`config.mk`:
```
export PLATFORM = sky130hd
export DESIGN_NAME = reg_write_arbiter
export DESIGN_NICKNAME = d
export VERILOG_FILES = /design/src/rtl/regwr_pkg.sv /design/src/rtl/rr_picker.sv /design/src/rtl/reg_write_arbiter.sv
export SDC_FILE = /design/constraint.sdc
export NUM_CORES = 1
export LEC_CHECK = 0
export CAP_MARGIN = 10
export CORE_ASPECT_RATIO = 0.6
export CORE_MARGIN = 5
export CORE_UTILIZATION = 39
export CTS_CLUSTER_SIZE = 16
export DETAILED_ROUTE_END_ITERATION = 10
export GPL_ROUTABILITY_DRIVEN = 0
export PLACE_DENSITY = 0.79
export SYNTH_ARGS = -nofsm -noshare
export SYNTH_HDL_FRONTEND = slang
export SYNTH_HIERARCHICAL = 1
export SYNTH_SLANG_ARGS = --single-unit
```
`constraint.sdc`:
```
create_clock -name i_clk -period 2.42 [get_ports i_clk]
set_input_delay 0.726 -clock i_clk [delete_from_list [all_inputs] [get_ports i_clk]]
set_output_delay 0.726 -clock i_clk [all_outputs]
set_load 0.02 [all_outputs]
```
`src/rtl/regwr_pkg.sv`:
```
// Shared definitions for the register-file write arbiter: requester indices,
// default geometry of the 16x8 accumulator register file, and the request record.
package regwr_pkg;

    // Requester indices (fixed priority: lower index wins)
    localparam int unsigned REQ_ALU  = 0;
    localparam int unsigned REQ_LOAD = 1;
    localparam int unsigned REQ_IMM  = 2;

    // Default data width, address width and requester count
    localparam int unsigned DEF_W = 8;
    localparam int unsigned DEF_D = 4;
    localparam int unsigned DEF_N = 3;

    // One write request at the default geometry
    typedef struct packed {
        logic [DEF_D-1:0] addr;
        logic [DEF_W-1:0] data;
    } wr_req_t;

endpackage

```
`src/rtl/rr_picker.sv`:
```
// Combinational N-way one-hot picker. Searches the request vector starting at
// i_start and wrapping around; the first set bit wins. Tying i_start to zero
// gives plain fixed priority with index 0 highest.
module rr_picker #(
    parameter int unsigned N = 3,
    localparam int unsigned IdW = (N > 1) ? $clog2(N) : 1
) (
    input  logic [N-1:0]   i_req,
    input  logic [IdW-1:0] i_start,
    output logic [N-1:0]   o_gnt,
    output logic [IdW-1:0] o_gnt_id,
    output logic           o_any
);

    logic [IdW-1:0] w_idx;

    // Rotating first-one search from the start pointer
    always_comb begin
        o_gnt    = '0;
        o_gnt_id = '0;
        o_any    = 1'b0;
        w_idx    = '0;
        for (int unsigned k = 0; k < N; k++) begin
            w_idx = IdW'((32'(i_start) + k) % N);
            if (!o_any && i_req[w_idx]) begin
                o_gnt[w_idx] = 1'b1;
                o_gnt_id     = w_idx;
                o_any        = 1'b1;
            end
        end
    end

endmodule

```
`src/rtl/reg_write_arbiter.sv`:
```
// Arbitrates the single register-file write port among N requesters
// (ALU result, memory load, immediate/move) with a valid/ready handshake.
// The accepted request is registered onto write_en/waddr/data_in one cycle later.
// Build option: define ARB_RR_EN for round-robin arbitration; otherwise fixed
// priority with requester 0 highest.
module reg_write_arbiter
    import regwr_pkg::*;
#(
    parameter int unsigned W = DEF_W,
    parameter int unsigned D = DEF_D,
    parameter int unsigned N = DEF_N,
    localparam int unsigned IdW = (N > 1) ? $clog2(N) : 1
) (
    input  logic           i_clk,
    input  logic           i_rst_n,
    input  logic           i_stall,
    input  logic [N-1:0]   i_req_valid,
    input  logic [N*D-1:0] i_req_addr,
    input  logic [N*W-1:0] i_req_data,
    output logic [N-1:0]   o_req_ready,
    output logic           o_write_en,
    output logic [D-1:0]   o_waddr,
    output logic [W-1:0]   o_data_in,
    output logic [IdW-1:0] o_grant_id,
    output logic [15:0]    o_wr_count
);

    logic [D-1:0]   w_addr_arr [N];
    logic [W-1:0]   w_data_arr [N];
    logic [N-1:0]   w_pick_gnt;
    logic [IdW-1:0] w_pick_id;
    logic           w_pick_any;
    logic           w_arb_en;
    logic           w_hs;

    logic           r_write_en;
    logic [D-1:0]   r_waddr;
    logic [W-1:0]   r_data_in;
    logic [IdW-1:0] r_grant_id;
    logic [15:0]    r_wr_count;

    // Split the flat request buses into per-requester fields
    for (genvar g = 0; g < N; g++) begin : g_unpack
        assign w_addr_arr[g] = i_req_addr[g*D +: D];
        assign w_data_arr[g] = i_req_data[g*W +: W];
    end

`ifdef ARB_RR_EN
    logic [IdW-1:0] r_rr_ptr;

    rr_picker #(
        .N (N)
    ) u_picker (
        .i_req    (i_req_valid),
        .i_start  (r_rr_ptr),
        .o_gnt    (w_pick_gnt),
        .o_gnt_id (w_pick_id),
        .o_any    (w_pick_any)
    );

    // Round-robin pointer moves just past the winner; holds when idle
    always_ff @(posedge i_clk) begin
        if (!i_rst_n) begin
            r_rr_ptr <= '0;
        end else if (w_hs) begin
            r_rr_ptr <= (w_pick_id == IdW'(N - 1)) ? '0 : w_pick_id + 1'b1;
        end
    end
`else
    rr_picker #(
        .N (N)
    ) u_picker (
        .i_req    (i_req_valid),
        .i_start  ('0),
        .o_gnt    (w_pick_gnt),
        .o_gnt_id (w_pick_id),
        .o_any    (w_pick_any)
    );
`endif

    // Ready is masked during reset and stall so no handshake can be lost
    always_comb begin
        w_arb_en    = i_rst_n & ~i_stall;
        o_req_ready = w_arb_en ? w_pick_gnt : '0;
        w_hs        = w_arb_en & w_pick_any;
    end

    // Output write port and committed-write counter; a pending write is dropped on reset
    always_ff @(posedge i_clk) begin
        if (!i_rst_n) begin
            r_write_en <= 1'b0;
            r_waddr    <= '0;
            r_data_in  <= '0;
            r_grant_id <= '0;
            r_wr_count <= '0;
        end else begin
            r_write_en <= w_hs;
            if (w_hs) begin
                r_waddr    <= w_addr_arr[w_pick_id];
                r_data_in  <= w_data_arr[w_pick_id];
                r_grant_id <= w_pick_id;
                if (r_wr_count != 16'hFFFF) begin
                    r_wr_count <= r_wr_count + 16'd1;
                end
            end
        end
    end

    assign o_write_en = r_write_en;
    assign o_waddr    = r_waddr;
    assign o_data_in  = r_data_in;
    assign o_grant_id = r_grant_id;
    assign o_wr_count = r_wr_count;

endmodule

```
# Word level (Yosys, flattened, before mapping)

Cells that the tools add are included.
W data, S select, Z words.

Register bits: 31
Input bits: 42
Output and inout port bits: 34
Logic and storage cells: 32

Reduce and logical (&&, ||, !) cells: 5
Order comparisons: 1
Bitwise operators: 4
Eq/ne operators: 1
$add $sub $neg: 1
Muxes and demuxes: 15

Operators with widths:

| cell                    | number |
|---|---|
| $add A16 B1 Y16 const B | 1 |
| $bmux W8 S2             | 1 |
| $mux W8                 | 2 |
| $ne A16 B16 Y1 const B  | 1 |
| $bmux W4 S2             | 1 |
| $mux W4                 | 2 |
| $mux W3                 | 2 |
| $mux W1                 | 5 |
| $mux W2                 | 2 |
| $ge A3 B3 Y1 const B    | 1 |
| $not A2 Y3              | 1 |
| $and A1 B1 Y1           | 2 |
| $logic_and A1 B1 Y1     | 2 |
| $logic_not A1 Y1        | 2 |
| $reduce_and A2 Y1       | 1 |
| $not A1 Y1              | 1 |

# Logic depth before layout (Yosys ltp)

Depth in word-level cells: 11
Mapped depth: 13
Mapped depth without buffers: 11

# Modules after synthesis

The synthesis kept the hierarchy.

By module, submodules not included:

| module            | seq. area each (um^2) | area each (um^2) | instances | cells each |
|---|---|---|---|---|
| reg_write_arbiter | 620.6                 | 1541.5           | 1         | 190 |
| rr_picker         | 0.0                   | 347.8            | 1         | 53 |

# Least setup slack after synthesis

OpenSTA, ideal clock, no wires.

Kind: input -> register
Start point: input i_req_valid[2]
End point: register r_wr_count[10] (netlist: o_wr_count[10])
Cell stages on the path: 7
Path buffers: 0
Data arrival time: 2420 ps
Setup slack: -72 ps
Cells stage by stage: nor2b_1 nor2_1 o21ai_0 and4b_1 nand3_1 or4_1 a21oi_1

Cells in the longest elaborated chain, start to end: 4

Ends and longest elaborated chain:

| item                               | RTL line                 | text |
|---|---|---|
| from (decl)                        | reg_write_arbiter.sv:17  | `input logic [N-1:0] i_req_valid,` |
| $logic_and A1 B1 Y1                | rr_picker.sv:25          | `if (!o_any && i_req[w_idx]) begin` |
| $mux W1                            | rr_picker.sv:25          |  |
| net w_pick_any                     | reg_write_arbiter.sv:32  | `logic w_pick_any;` |
| $and A1 B1 Y1                      | reg_write_arbiter.sv:85  | `w_hs = w_arb_en & w_pick_any;` |
| $reduce_and A2 Y1 (no source line) | -                        |  |
| to (signal assigned)               | reg_write_arbiter.sv:103 | `r_wr_count <= r_wr_count + 16'd1;` |
| to (decl)                          | reg_write_arbiter.sv:40  | `logic [15:0] r_wr_count;` |

The timed path passes the listed nets, and every way through them passes these cells.
A chain may end at the register's enable or synchronous reset.

# Worst setup path after layout

Start point: input i_req_valid[0]
End point: output o_req_ready[0]

Cells in the longest elaborated chain, start to end: 4

Ends and longest elaborated chain:

| item              | RTL line                | text |
|---|---|---|
| $mux W1           | rr_picker.sv:25         |  |
| $mux W2           | rr_picker.sv:25         |  |
| $mux W3           | rr_picker.sv:25         |  |
| net w_pick_gnt[0] | reg_write_arbiter.sv:30 | `logic [N-1:0] w_pick_gnt;` |
| $mux W3           | reg_write_arbiter.sv:84 | `o_req_ready = w_arb_en ? w_pick_gnt : '0;` |
| to (decl)         | reg_write_arbiter.sv:20 | `output logic [N-1:0] o_req_ready,` |

The timed path passes the listed nets, and every way through them passes these cells.

==> impl_metrics.py <==
metrics = {
    "outcome": {
        "run_status": "finished, final reports clean",
    },
    "place": {
        "hpwlAfterDp_um": 4329,
        "postPlaceCellArea_mm2": 0.002841,
        "number_of_cells_after_detailed_placement": 394,
        "io_buffers": 75,
        "dpl_worst_slack_ns": -0.7917,
    },
    "grt": {
        "grt-ovfl-total": 0,
        "first_pass_grt_wire_length_um": 9363,
        "maximum_number_of_pins_on_one_net_before_global_route_repair": 26,
        "grt_pass1_vias": 1975,
        "grt_antenna_before_repair": 0,
        "grt.total_usage": 0.1802,
    },
    "synth": {
        "ys_seq_elements": 31,
        "synth_xor_xnor_area_share": 0,
        "postSynth.asyncResetShare": 0,
        "synth.yosys.seq_area_share": 0.3285,
        "ys_types": 50,
        "synth_cells": 243,
        "largest_family_of_logic_cells_by_synthesized_area": "simple AND/OR/NAND/NOR gates",
        "yosysWarningCount": 6,
        "ys_dominant_reg_cell": "dfxtp_1",
        "synth.area.top_cells": "dfxtp_1, mux2i_1, a21oi_1",
        "synth_top_cell_area_share": 0.3285,
        "synth_compound_area_frac": 0.2245,
        "synth.largest_area_cell": "dfxtp_1",
        "syn_area_mm2": 0.001889,
        "synthMuxAreaShare": 0.09205,
        "yosys.area_share.simple": 0.2649,
        "per_instance_average_area_after_synthesis_um2": 7.775,
        "synth_enable_flop_cells": 0,
        "synth_area_in_adders": 0.03311,
    },
    "sta": {
        "final-max-slew-violation-count": 0,
        "setup_slack_ns": 0.02858,
        "final.min_clock_period_ns": 2.391,
        "timing.setup.tns_ns": 0,
        "setup_repair_after_global_routing_missed_its_margin": "yes",
        "setup_viol": 0,
        "timing_hold_violations_final": 0,
        "fin_worst_skew_ns": 0.001673,
        "maxClockFrequency_ghz": 0.4182,
        "tightestPinTransition_ns": 0.5552,
        "timing.final.crit_share": 0.9882,
        "timing.max_slew.rel_slack": 0.6247,
    },
    "cells_and_area": {
        "final_layout_size_suffix_gt1_frac": 0.1550,
        "n_antenna_cell": 0,
        "nets": 388,
        "final_instance_count_without_filler_cells": 405,
        "stdcell_area_mm2": 0.003017,
        "area.growth.synth_to_final_pct": 59.67,
    },
    "clock_network": {
        "insertion_delay_ns": 0.28,
        "clock_tree.buffer_depth": 2,
        "h-tree-depth": 2,
        "clock_sinks": 31,
        "cts_buffers": 5,
        "clk_pin_slew_worst_paths_ns": 0.06,
        "clk_root_buffer_cell": "clkbuf_8",
        "tritoncts": "done",
    },
    "worst_setup_path": {
        "setup.worst_path.class": "in -> out",
        "cp.arrival_ns": 1.67,
        "setup.worst_path.end_class": "output port",
        "critical_path_peak_fanout": 3,
        "cp-start-kind": "input pin",
        "worst_ep_required_time_ns": 1.69,
    },
    "drt": {
        "detail_route.vias_per_cell": 5.225,
        "wire_per_inst_um": 13.95,
        "via_count_of_the_routed_design": 2116,
        "drt-initial-drc-count": 92,
        "detailedRoute.firstPassIterationCount": 4,
        "drc": 0,
        "postRouteWirelength_um": 5651,
        "antenna_left": 0,
    },
    "worst_hold_path": {
        "timing.hold.worst.class": "reg -> reg",
    },
    "power_and_ir_drop": {
        "power_leakage_nw": 1.141,
        "power.total_mw": 1.427,
        "pwr_density_cell_mw_per_mm2": 472.9,
        "maximum_vdd_drop_mv": 0.2553,
    },
    "job": {
        "timing.max_cap.violations": 0,
    },
    "floorplanning": {
        "die_w_um": 99.86,
        "rows": 19,
        "pin_count": 76,
        "initial_utilization": 0.4076,
        "dieHeight_um": 63.92,
        "design.core.area_mm2": 0.004636,
        "die_area_mm2": 0.006382,
    },
}
## cell usage after synthesis (all sizes together), types with 2 or more instances
| library cell | count |
|---|---|
| a211oi | 2 |
| nand2b | 3 |
| nor2b | 2 |
| buf | 3 |
| nand3 | 19 |
| o211ai | 3 |
| nor2 | 16 |
| o31ai | 5 |
| nand4 | 6 |
| inv | 8 |
| ha | 5 |
| clkinv | 2 |
| nor3 | 4 |
| a31oi | 3 |
| o21ai | 19 |
| or2 | 2 |
| and2 | 4 |
| or3 | 2 |
| clkbuf | 11 |
| nand2 | 25 |
| dfxtp | 31 |
| mux2i | 17 |
| nor4 | 2 |
| a21oi | 27 |
| or4 | 5 |
## final timing paths
path         slack, ns  depth (start not counted)            from             end
max               0.03                          7  i_req_valid[0]  o_req_ready[0]
min               0.47                          2   o_grant_id[1]   o_grant_id[1]
max reg2reg       0.65                          5   o_wr_count[0]  o_wr_count[10]
min reg2reg       0.47                          2   o_grant_id[1]   o_grant_id[1]
## per-stage QoR
step           hold slack (ns)    util
3_5_place_dp            0.4680  0.6130
4_1_cts                 0.4786  0.6418
3_3_place_gp            0.4515  0.6130
5_1_grt                 0.4885  0.6507
6_report                0.4711  0.6507
2_1_floorplan           0.5310       -
## worst max-delay path, stage by stage
cell and delay, ns:
buf_6 0.10, mux2i_4 0.18, o22a_4 0.18, o211ai_2 0.07, o2bb2ai_1 0.13, and2_1 0.15
buf_6 0.13
## where the power goes
| group | internal [mW] | switching, mW |
|---|---|---|
| logic | 0.217 | 0.200 |
| clock network | 0.259 | 0.188 |
| registers | 0.541 | 0.0210 |
## cell type report
type	count	area, um^2
well taps	63	78.83
multi-input cells	193	1232
clock buffers	8	100.1
flip-flops and latches	31	620.6
inverters	10	38.79
fillers	404	1619
repair buffers	100	945.9
## logic make-up after synthesis
group / Yosys count
DFF: 31
adders and majority gates: 5
other: 1
buffers and inverters: 24
muxes: 17
and+or+nand+nor: 96
AOI/OAI and AO/OA: 69
## state kept, by name (all words and copies together) (netlist names)
register    cells
o_data_in       8
o_grant_id      2
o_waddr         4
o_wr_count     16
o_write_en      1
## cell usage in the layout, fill, tap and decap left out, drive strengths merged, types with 4 or more instances in the layout
cell           instances
or4                    5
and2                   4
inv                    8
conb                   6
dfxtp                 31
ha                     5
nand2                 25
o31ai                  5
clkdlybuf4s50         67
nor2                  16
mux2i                 17
o21ai                 19
nand4                  6
buf                   29
nor3                   4
nand3                 19
clkbuf                 9
a21oi                 27
## layer usage
| metal | vias to the layer above | GRT usage | share of wire |
|---|---|---|---|
| li1 | 1080 | - | - |
| met5 | - | 0 | 0 |
| met1 | 950 | 0.2312 | 0.44 |
| met4 | 0 | 0.04600 | 0.0081 |
| met2 | 81 | 0.2741 | 0.44 |
| met3 | 5 | 0.08370 | 0.11 |
## timing repair
item	CTS	global route
resized for setup	30	12
setup endpoints to repair	25	10
hold buffers	0	0
pin swaps	5	6
setup buffers	2	1
No activity file was read; power rests on OpenSTA's default activity.
